==> config.mk <==
export PLATFORM = sky130hd
export DESIGN_NAME = ccd_capture
export DESIGN_NICKNAME = d
export VERILOG_FILES = /design/src/rtl/ccd_capture.sv
export SDC_FILE = /design/constraint.sdc
export NUM_CORES = 1
export LEC_CHECK = 0
export CAP_MARGIN = 5
export CORE_ASPECT_RATIO = 2
export CORE_MARGIN = 1.5
export CORE_UTILIZATION = 56
export DETAILED_ROUTE_END_ITERATION = 12
export PLACE_DENSITY = 0.82
export SETUP_SLACK_MARGIN = 0.4
export SYNTH_ARGS = -nofsm -noshare
export SYNTH_HDL_FRONTEND = slang
export SYNTH_SLANG_ARGS = --single-unit
==> constraint.sdc <==
create_clock -name iCLK -period 3.7 [get_ports iCLK]
set_clock_uncertainty 0.2 [all_clocks]
set_input_delay 0.555 -clock iCLK [delete_from_list [all_inputs] [get_ports iCLK]]
set_output_delay 0.555 -clock iCLK [all_outputs]
set_load 0.05 [all_outputs]
==> src/rtl/ccd_capture.sv <==
// ccd_capture: raw-Bayer capture front end feeding the imgproc input stream.
// Registers the sensor bus once, gates whole frames under start/stop control,
// and emits pixel data with column/row coordinates plus a captured-frame count.
module ccd_capture #(
  parameter int COLUMN_WIDTH = 1280,
  parameter int DATA_W       = 12
) (
  input  logic              iCLK,
  input  logic              iRST,
  input  logic [DATA_W-1:0] iDATA,
  input  logic              iFVAL,
  input  logic              iLVAL,
  input  logic              iSTART,
  input  logic              iEND,
  output logic [DATA_W-1:0] oDATA,
  output logic              oDVAL,
  output logic [15:0]       oX_Cont,
  output logic [15:0]       oY_Cont,
  output logic [31:0]       oFrame_Cont
);

  typedef enum logic [1:0] {
    STOPPED,
    WAIT_FRAME,
    IN_FRAME
  } state_e;

  localparam logic [15:0] LastCol = 16'(COLUMN_WIDTH - 1);

  logic              fvalIn_q;
  logic              lvalIn_q;
  logic [DATA_W-1:0] dataIn_q;
  logic              fvalDly_q;
  logic              run_q;
  state_e            state_q;
  logic [15:0]       xPtr_q;
  logic [15:0]       yPtr_q;
  logic [15:0]       xPtr_d;
  logic [15:0]       yPtr_d;
  logic [DATA_W-1:0] data_q;
  logic              dval_q;
  logic [15:0]       xOut_q;
  logic [15:0]       yOut_q;
  logic [31:0]       frameCnt_q;

  logic frameRise;
  logic frameFall;
  logic pixelValid;

  assign frameRise  = fvalIn_q & ~fvalDly_q;
  assign frameFall  = ~fvalIn_q & fvalDly_q;
  assign pixelValid = (state_q == IN_FRAME) & fvalIn_q & lvalIn_q;

  // Single register stage on the sensor pins plus a frame-valid delay for edges.
  always_ff @(posedge iCLK or negedge iRST) begin
    if (!iRST) begin
      fvalIn_q  <= 1'b0;
      lvalIn_q  <= 1'b0;
      dataIn_q  <= '0;
      fvalDly_q <= 1'b0;
    end else begin
      fvalIn_q  <= iFVAL;
      lvalIn_q  <= iLVAL;
      dataIn_q  <= iDATA;
      fvalDly_q <= fvalIn_q;
    end
  end

  // Run latch: stop has priority over start when both arrive together.
  always_ff @(posedge iCLK or negedge iRST) begin
    if (!iRST) begin
      run_q <= 1'b0;
    end else if (iEND) begin
      run_q <= 1'b0;
    end else if (iSTART) begin
      run_q <= 1'b1;
    end
  end

  // Next pixel position: wrap on full rows, recover on short lines, clear at frame end.
  always_comb begin
    xPtr_d = xPtr_q;
    yPtr_d = yPtr_q;
    if (state_q == IN_FRAME) begin
      if (frameFall) begin
        xPtr_d = '0;
        yPtr_d = '0;
      end else if (pixelValid) begin
        if (xPtr_q == LastCol) begin
          xPtr_d = '0;
          yPtr_d = yPtr_q + 16'd1;
        end else begin
          xPtr_d = xPtr_q + 16'd1;
        end
      end else if (!lvalIn_q && (xPtr_q != 16'd0)) begin
        xPtr_d = '0;
        yPtr_d = yPtr_q + 16'd1;
      end
    end
  end

  // Frame-gating FSM with registered pixel, coordinate and frame-count outputs.
  always_ff @(posedge iCLK or negedge iRST) begin
    if (!iRST) begin
      state_q    <= STOPPED;
      xPtr_q     <= '0;
      yPtr_q     <= '0;
      data_q     <= '0;
      dval_q     <= 1'b0;
      xOut_q     <= '0;
      yOut_q     <= '0;
      frameCnt_q <= '0;
    end else begin
      xPtr_q <= xPtr_d;
      yPtr_q <= yPtr_d;
      data_q <= dataIn_q;
      dval_q <= pixelValid;
      if (pixelValid) begin
        xOut_q <= xPtr_q;
        yOut_q <= yPtr_q;
      end
      case (state_q)
        STOPPED: begin
          if (run_q) begin
            state_q <= WAIT_FRAME;
          end
        end
        WAIT_FRAME: begin
          if (!run_q) begin
            state_q <= STOPPED;
          end else if (frameRise) begin
            state_q <= IN_FRAME;
          end
        end
        IN_FRAME: begin
          if (frameFall) begin
            frameCnt_q <= frameCnt_q + 32'd1;
            xOut_q     <= '0;
            yOut_q     <= '0;
            state_q    <= run_q ? WAIT_FRAME : STOPPED;
          end
        end
        default: state_q <= STOPPED;
      endcase
    end
  end

  assign oDATA       = data_q;
  assign oDVAL       = dval_q;
  assign oX_Cont     = xOut_q;
  assign oY_Cont     = yOut_q;
  assign oFrame_Cont = frameCnt_q;

endmodule

==> results of run 1 <==
critical path, stage by stage (launching register included):
cell and delay (ns):
dfrtp_1 0.48, or4_4 0.59, nor4_4 0.50, nor2_2 0.28, or2_1 0.30, mux2_2 0.27
per-layer routing:
metal | part of all wire (%) | global-route usage [%] | vias to the layer above
li1 | - | - | 1999
met1 | 37 | 29.04 | 2171
met3 | 4.3 | 6.934 | 28
met4 | 2.6 | 12.21 | 0
met5 | 0 | 0 | -
met2 | 57 | 50.34 | 141
kinds of logic (layout without fill, tap and decap cells):
kind of cell,Yosys count,after routing,share of synthesized area (%)
XOR/XNOR,32,32,5.258
AND/OR/NAND/NOR,209,209,18.94
AO/OA/AOI/OAI,108,108,11.95
flip-flops,127,127,59.62
multiplexers,2,2,0.4225
adder cells (fa/ha/maj),4,4,0.9390
buffers and inverters,29,137,2.864
cell usage after synthesis, types with 4 or more instances:
library cell / count
nor4_1: 4
nor2_1: 24
dfrtp_1: 127
clkbuf_1: 13
xor2_1: 10
xnor2_1: 22
inv_1: 7
and4_1: 5
nor3_1: 9
o21ai_0: 21
a21oi_1: 47
a41oi_1: 7
nand4_1: 11
and3_1: 6
a31oi_1: 18
ha_1: 4
nand3_1: 26
nand2_1: 102
area by class of cell:
class / instances / area (sq um) / share of cell area [%]
Tap cell: 104 / 130.1 / 1.869
Inverter: 8 / 30.03 / 0.4313
Sequential cell: 127 / 3178 / 45.64
Timing Repair Buffer: 99 / 988.4 / 14.20
Clock inverter: 6 / 130.1 / 1.869
Clock buffer: 24 / 491.7 / 7.062
Multi-Input combinational cell: 355 / 2014 / 28.93
power by group through the flow:
stage	Combinational, uW	Sequential [uW]	Clock [uW]
after detailed placement	210	1480	0
after global routing	228	1460	1830
final	211	1460	1750
after CTS	213	1460	1770
after floorplan	52.9	1530	0
after global placement	202	1470	0
metrics by stage:
stage / area, sq um / power [uW] / setup slack [ns] / utilization (%) / std cells
2_1_floorplan: 5330 / 1580 / 1.293 / - / 511
3_3_place_gp: 6341 / 1677 / 1.128 / 68.03 / 693
3_5_place_dp: 6341 / 1687 / 1.034 / 68.03 / 693
6_report: 6963 / 3422 / 0.9624 / 74.70 / 723
5_1_grt: 6963 / 3523 / 0.8473 / 74.70 / 723
4_1_cts: 6963 / 3441 / 0.9994 / 74.70 / 723
state kept, by name, summed over array words and instances (netlist names):
signal,count
fvalDly_q,1
lvalIn_q,1
oY_Cont,16
oX_Cont,16
dataIn_q,12
oDVAL,1
xPtr_q,16
yPtr_q,16
fvalIn_q,1
oDATA,12
state_q,2
run_q,1
oFrame_Cont,32
final timing paths:
| kind | start | to | cells past startpoint |
|---|---|---|---|
| max | xPtr_q[8] | yPtr_q[0] | 5 |
| min | iRST | dataIn_q[9] | 2 |
| max in group asynchronous | iRST | yPtr_q[15] | 2 |
| min reg2reg | dataIn_q[3] | oDATA[3] | 0 |
| max reg2reg | xPtr_q[8] | yPtr_q[0] | 5 |
| min in group iCLK | dataIn_q[3] | oDATA[3] | 0 |
==> metrics.cfg, run 1 <==
[yosys]
ys_async_sr_fraction_pct = 100.0
synth_cell_types = 49
avgSynthCellArea_sq_um = 10.43
netlist_instances = 511
synthesis.nets = 533
yosysTopAreaCell = dfrtp_1
yosysWarnings = 0
synth-seq-cells = 127
synth_area_sq_um = 5330
yosys_most_used_dff = dfrtp_1
synth_area_leaders = dfrtp_1 (60%), nand2_1 (7.2%), a21oi_1 (4.4%)
synth.yosys.seq_area_share_pct = 59.62
synth-edff-count = 0
synth_top_area_share_pct = 59.62

[timing]
rsz0062_at_grt = no
slew_headroom_pct = 31.64
fin_setup_tns_ns = 0
whs_ns = 0.03390
min_period_ns = 2.738
finalSetupViolCount = 0
finalMaxSlewViolations = 0
hold_violations = 0
worst_pin_slew_ns = 1.018
fin_crit_sh_pct = 73.99
fmax_mhz = 365.3

[finish]
n_antenna_cell = 0
final_cell_mix = dfrtp_1 (127), nand2_1 (102), clkdlybuf4s50_1 (93)
final_common_cell = dfrtp_1
drive_above_1_share_pct = 7.108
fill_cells = 652
fin_nets = 630
area_delta_synth_final_pct = 30.63

[cts]
cts_buffer_depth = 2
h-tree-depth = 4
cts_tree = done
cts_root_buffer = clkbuf_16
hold_buffers = 0
clkTransAtPathRegs_ns = 0.06
cts_sinks = 127
cts_setup_buffers = 0
cts_buffers = 17
insertion_delay_ns = 0.41
cts_resized = 0

[pwr]
combPwrFrac_pct = 6.2
p_seq_share_pct = 42.6
p_int_uw = 2687
peakVddDrop_mv = 0.3678
p_sw_share_pct = 21.49
cellPowerDensity_nw_per_um2 = 491.5
clkPwrFrac_pct = 51.3
leakagePower_uw = 0.003008
switching_power_uw = 735.3

[worst_setup_path]
cp.required_ns = 3.80
crit_fanout = 19
worstSetupPathType = reg -> reg
rrSetupSlack_ns = 0.96
crit_path_start_kind = register
arrival_ns = 2.84
cp-end-kind = register

[routing]
drt-wirelength-per-cell_microns = 17.86
drt_iter0_markers = 204
routed_wl_microns = 12910
routed_via_density = 6.001
antenna_left = 0
vias = 4339
drc = 0
first_pass_iters = 5

[outcome]
status = complete, no violations

[floorplan]
die_x_microns = 71.99
row_count = 50
die_area_sq_um = 10150
start_util_pct = 57.18
coreArea_sq_um = 9321
die_y_microns = 141.0
io_pins = 95

[place]
gpl.final_weighted_congestion = 0.8936
hpwl_microns = 8334
portBuffers = 94

[global_routing]
first_global_vias = 4504
grt_pass1_wl_microns = 21690
grt_max_degree = 128
antenna_found_initial = 0
overflow = 0
grt_usage_pct = 27.60

[worst_hold_path]
hp-class = in -> async

[run]
drv_cap = 0

Note: power is estimated with default switching activity, not from simulation.
==> run 2: changes to the inputs <==
--- a/config.mk
+++ b/config.mk
@@ -8,9 +8,9 @@
 export CAP_MARGIN = 5
 export CORE_ASPECT_RATIO = 2
 export CORE_MARGIN = 1.5
-export CORE_UTILIZATION = 56
+export CORE_UTILIZATION = 47
 export DETAILED_ROUTE_END_ITERATION = 12
-export PLACE_DENSITY = 0.82
+export PLACE_DENSITY = 0.73
 export SETUP_SLACK_MARGIN = 0.4
 export SYNTH_ARGS = -nofsm -noshare
 export SYNTH_HDL_FRONTEND = slang
==> constraint.sdc (replaced) <==
create_clock -name iCLK -period 2.5 [get_ports iCLK]
set_clock_uncertainty 0.2 [all_clocks]
set_input_delay 0.375 -clock iCLK [delete_from_list [all_inputs] [get_ports iCLK]]
set_output_delay 0.375 -clock iCLK [all_outputs]
set_load 0.05 [all_outputs]
==> run 2 against run 1 <==
Effect of this change: largest cell class unchanged; sequential power rose by 47%; highest routed layer unchanged; final area rose by 7.4%; global-route usage fell by 3.7 points; cell count rose by 11%; clock-buffer cell count fell by 7; register-to-register slack got worse by 0.90 ns; sequential share of layout area fell by 2.9 points; flip-flop and latch count did not move; combinational power rose by 55%; non-clock buffer count rose by 38.
==> metrics.cfg, run 2 (synthesized netlist as in run 1, its figures left out) <==
[outcome]
status = complete, no violations

[finish]
fill_cells = 851  ; +31%
final_cell_mix = dfrtp_1 (111), nand2_1 (102), dlygate4sd2_1 (77)
final_area_sq_um = 7481  ; +7.4%
n_antenna_cell = 0  ; unchanged
largest_reg_flops = 32  ; unchanged
drive_above_1_share_pct = 20.39  ; +13 points
area_delta_synth_final_pct = 40.35
fin_nets = 671  ; +6.5%
final_common_cell = dfrtp_1

[global_routing]
grt_pass1_wl_microns = 22430  ; +3.4%
grt_max_degree = 53  ; -59%
first_global_vias = 4527  ; +0.51%
grt_usage_pct = 23.90  ; -3.7 points
overflow = 0  ; unchanged
antenna_found_initial = 0  ; unchanged

[timing]
worst_pin_slew_ns = 0.6392  ; -0.3783 ns
finalSetupViolCount = 0  ; unchanged
rsz0062_at_grt = yes
min_period_ns = 2.441  ; -0.2965 ns
slew_headroom_pct = 57.23  ; +26 points
hold_violations = 0  ; unchanged
fmax_mhz = 409.7  ; +12%
fin_crit_sh_pct = 97.64  ; +24 points
fin_setup_tns_ns = 0  ; unchanged
finalMaxSlewViolations = 0  ; unchanged
setup_slack_ns = 0.05897  ; -0.9035 ns
whs_ns = 0.1410  ; +0.1071 ns

[worst_setup_path]
worstSetupPathType = reg -> reg
crit_fanout = 7  ; -12
crit_path_start_kind = register
cp-end-kind = register
rrSetupSlack_ns = 0.06  ; -0.90 ns
arrival_ns = 2.54  ; -0.30 ns
cp.required_ns = 2.60  ; -1.20 ns

[cts]
cts_buffers = 17  ; unchanged
cts_buffer_depth = 2  ; unchanged
cts_root_buffer = clkbuf_16
h-tree-depth = 4  ; unchanged
insertion_delay_ns = 0.42  ; about the same
clkTransAtPathRegs_ns = 0.06  ; about the same
cts_tree = done
cts_sinks = 127  ; unchanged

[floorplan]
die_y_microns = 153.6  ; +9.0%
die_x_microns = 78.30  ; +8.8%
row_count = 54  ; +8.0%
io_pins = 95  ; unchanged
coreArea_sq_um = 10950  ; +17%
start_util_pct = 48.70  ; -8.5 points
die_area_sq_um = 12030  ; +19%

[pwr]
combPwrFrac_pct = 6.5  ; +0.3 points
switching_power_uw = 1221  ; +66%
leakagePower_uw = 0.003587  ; +19%
clkPwrFrac_pct = 50.7  ; -0.6 points
p_sw_share_pct = 24.32  ; +2.8 points
cellPowerDensity_nw_per_um2 = 671.4  ; +37%
p_int_uw = 3801  ; +41%
p_seq_share_pct = 42.8  ; +0.2 points
power_uw = 5023  ; +47%
peakVddDrop_mv = 0.5961  ; +62%

[place]
hpwl_microns = 8745  ; +4.9%
gpl.final_weighted_congestion = 0.8481  ; -5.1%
placedInstanceArea_sq_um = 6566  ; +3.6%
dpl_worst_slack_ns = 0.03615  ; -0.9976 ns
portBuffers = 94  ; unchanged

[routing]
antenna_left = 0  ; unchanged
drc = 0  ; unchanged
first_pass_iters = 5  ; unchanged
drt_iter0_markers = 226  ; +11%
routed_wl_microns = 13920  ; +7.8%
vias = 4524  ; +4.3%
drt-wirelength-per-cell_microns = 17.35  ; -2.8%
routed_via_density = 5.641  ; -6.0%

[worst_hold_path]
hp-class = reg -> reg

[run]
drv_cap = 0  ; unchanged

## run 2: cell count changes in the layout (fill, tap and decap cells not counted), sizes merged, moves of 2 or more
cell	delta
clkinvlp	+4
clkdlybuf4s50	-77
buf	+37
clkinv	+2
inv	+4
clkbuf	-7
dlygate4sd2	+77
nor2	+2
## run 2: worst paths after layout
| kind | from | cells after the start | end |
|---|---|---|---|
| min reg2reg | dataIn_q[9] | 0 | oDATA[9] |
| max in group asynchronous | iRST | 3 | fvalIn_q |
| min in group asynchronous | iRST | 2 | oDATA[6] |
| max reg2reg | xPtr_q[0] | 7 | yPtr_q[0] |
| max | xPtr_q[0] | 7 | yPtr_q[0] |
| min | dataIn_q[9] | 0 | oDATA[9] |
## run 2: area by class of cell
type | count | area [sq um] | share of cell area (%)
Sequential cell | 127 | 3198 | 42.75
Multi-Input combinational cell | 358 | 2256 | 30.16
Timing Repair Buffer | 137 | 1211 | 16.19
Clock buffer | 17 | 425.4 | 5.687
Clock inverter | 15 | 185.2 | 2.475
Tap cell | 140 | 175.2 | 2.342
Inverter | 8 | 30.03 | 0.4014
## run 2: through the flow
step / std cells / util (%)
final: 802 / 68.35
after global routing: 802 / 68.35
after CTS: 792 / 66.75
after detailed placement: 745 / 59.99
after global placement: 745 / 59.99
after floorplan: 511 / -
## run 2: per-layer routing
layer / track usage, % / part of all wire, %
met1: 26.44 / 36
met2: 42.61 / 56
met3: 4.510 / 4.7
met4: 12.50 / 3.8
met5: 0 / 0
## run 2: worst max-delay path, stage by stage, from the launching register on
cell and delay (ns):
dfrtp_1 0.42, inv_1 0.10, ha_1 0.14, nor4b_1 0.35, nand4b_1 0.33, buf_4 0.24, a22o_4 0.25, mux2_4 0.27
## run 2: what timing repair did
item                                    4_1_cts  5_1_grt
endpoints found under the hold margin        91        0
gates cloned                                  3        2
endpoints found under the setup margin      156       64
gates resized for setup                     112       25
hold buffers                                  1        0
pin swaps                                    13       18
buffers inserted                             11        8
## run 2: power by group through the flow
stage | sequential, uW | combinational [uW] | clock, uW
final | 2150 | 328 | 2540
after global routing | 2160 | 357 | 2670
after CTS | 2150 | 309 | 2580
after detailed placement | 2190 | 313 | 0
after global placement | 2180 | 304 | 0
after floorplan | 2260 | 83.1 | 0
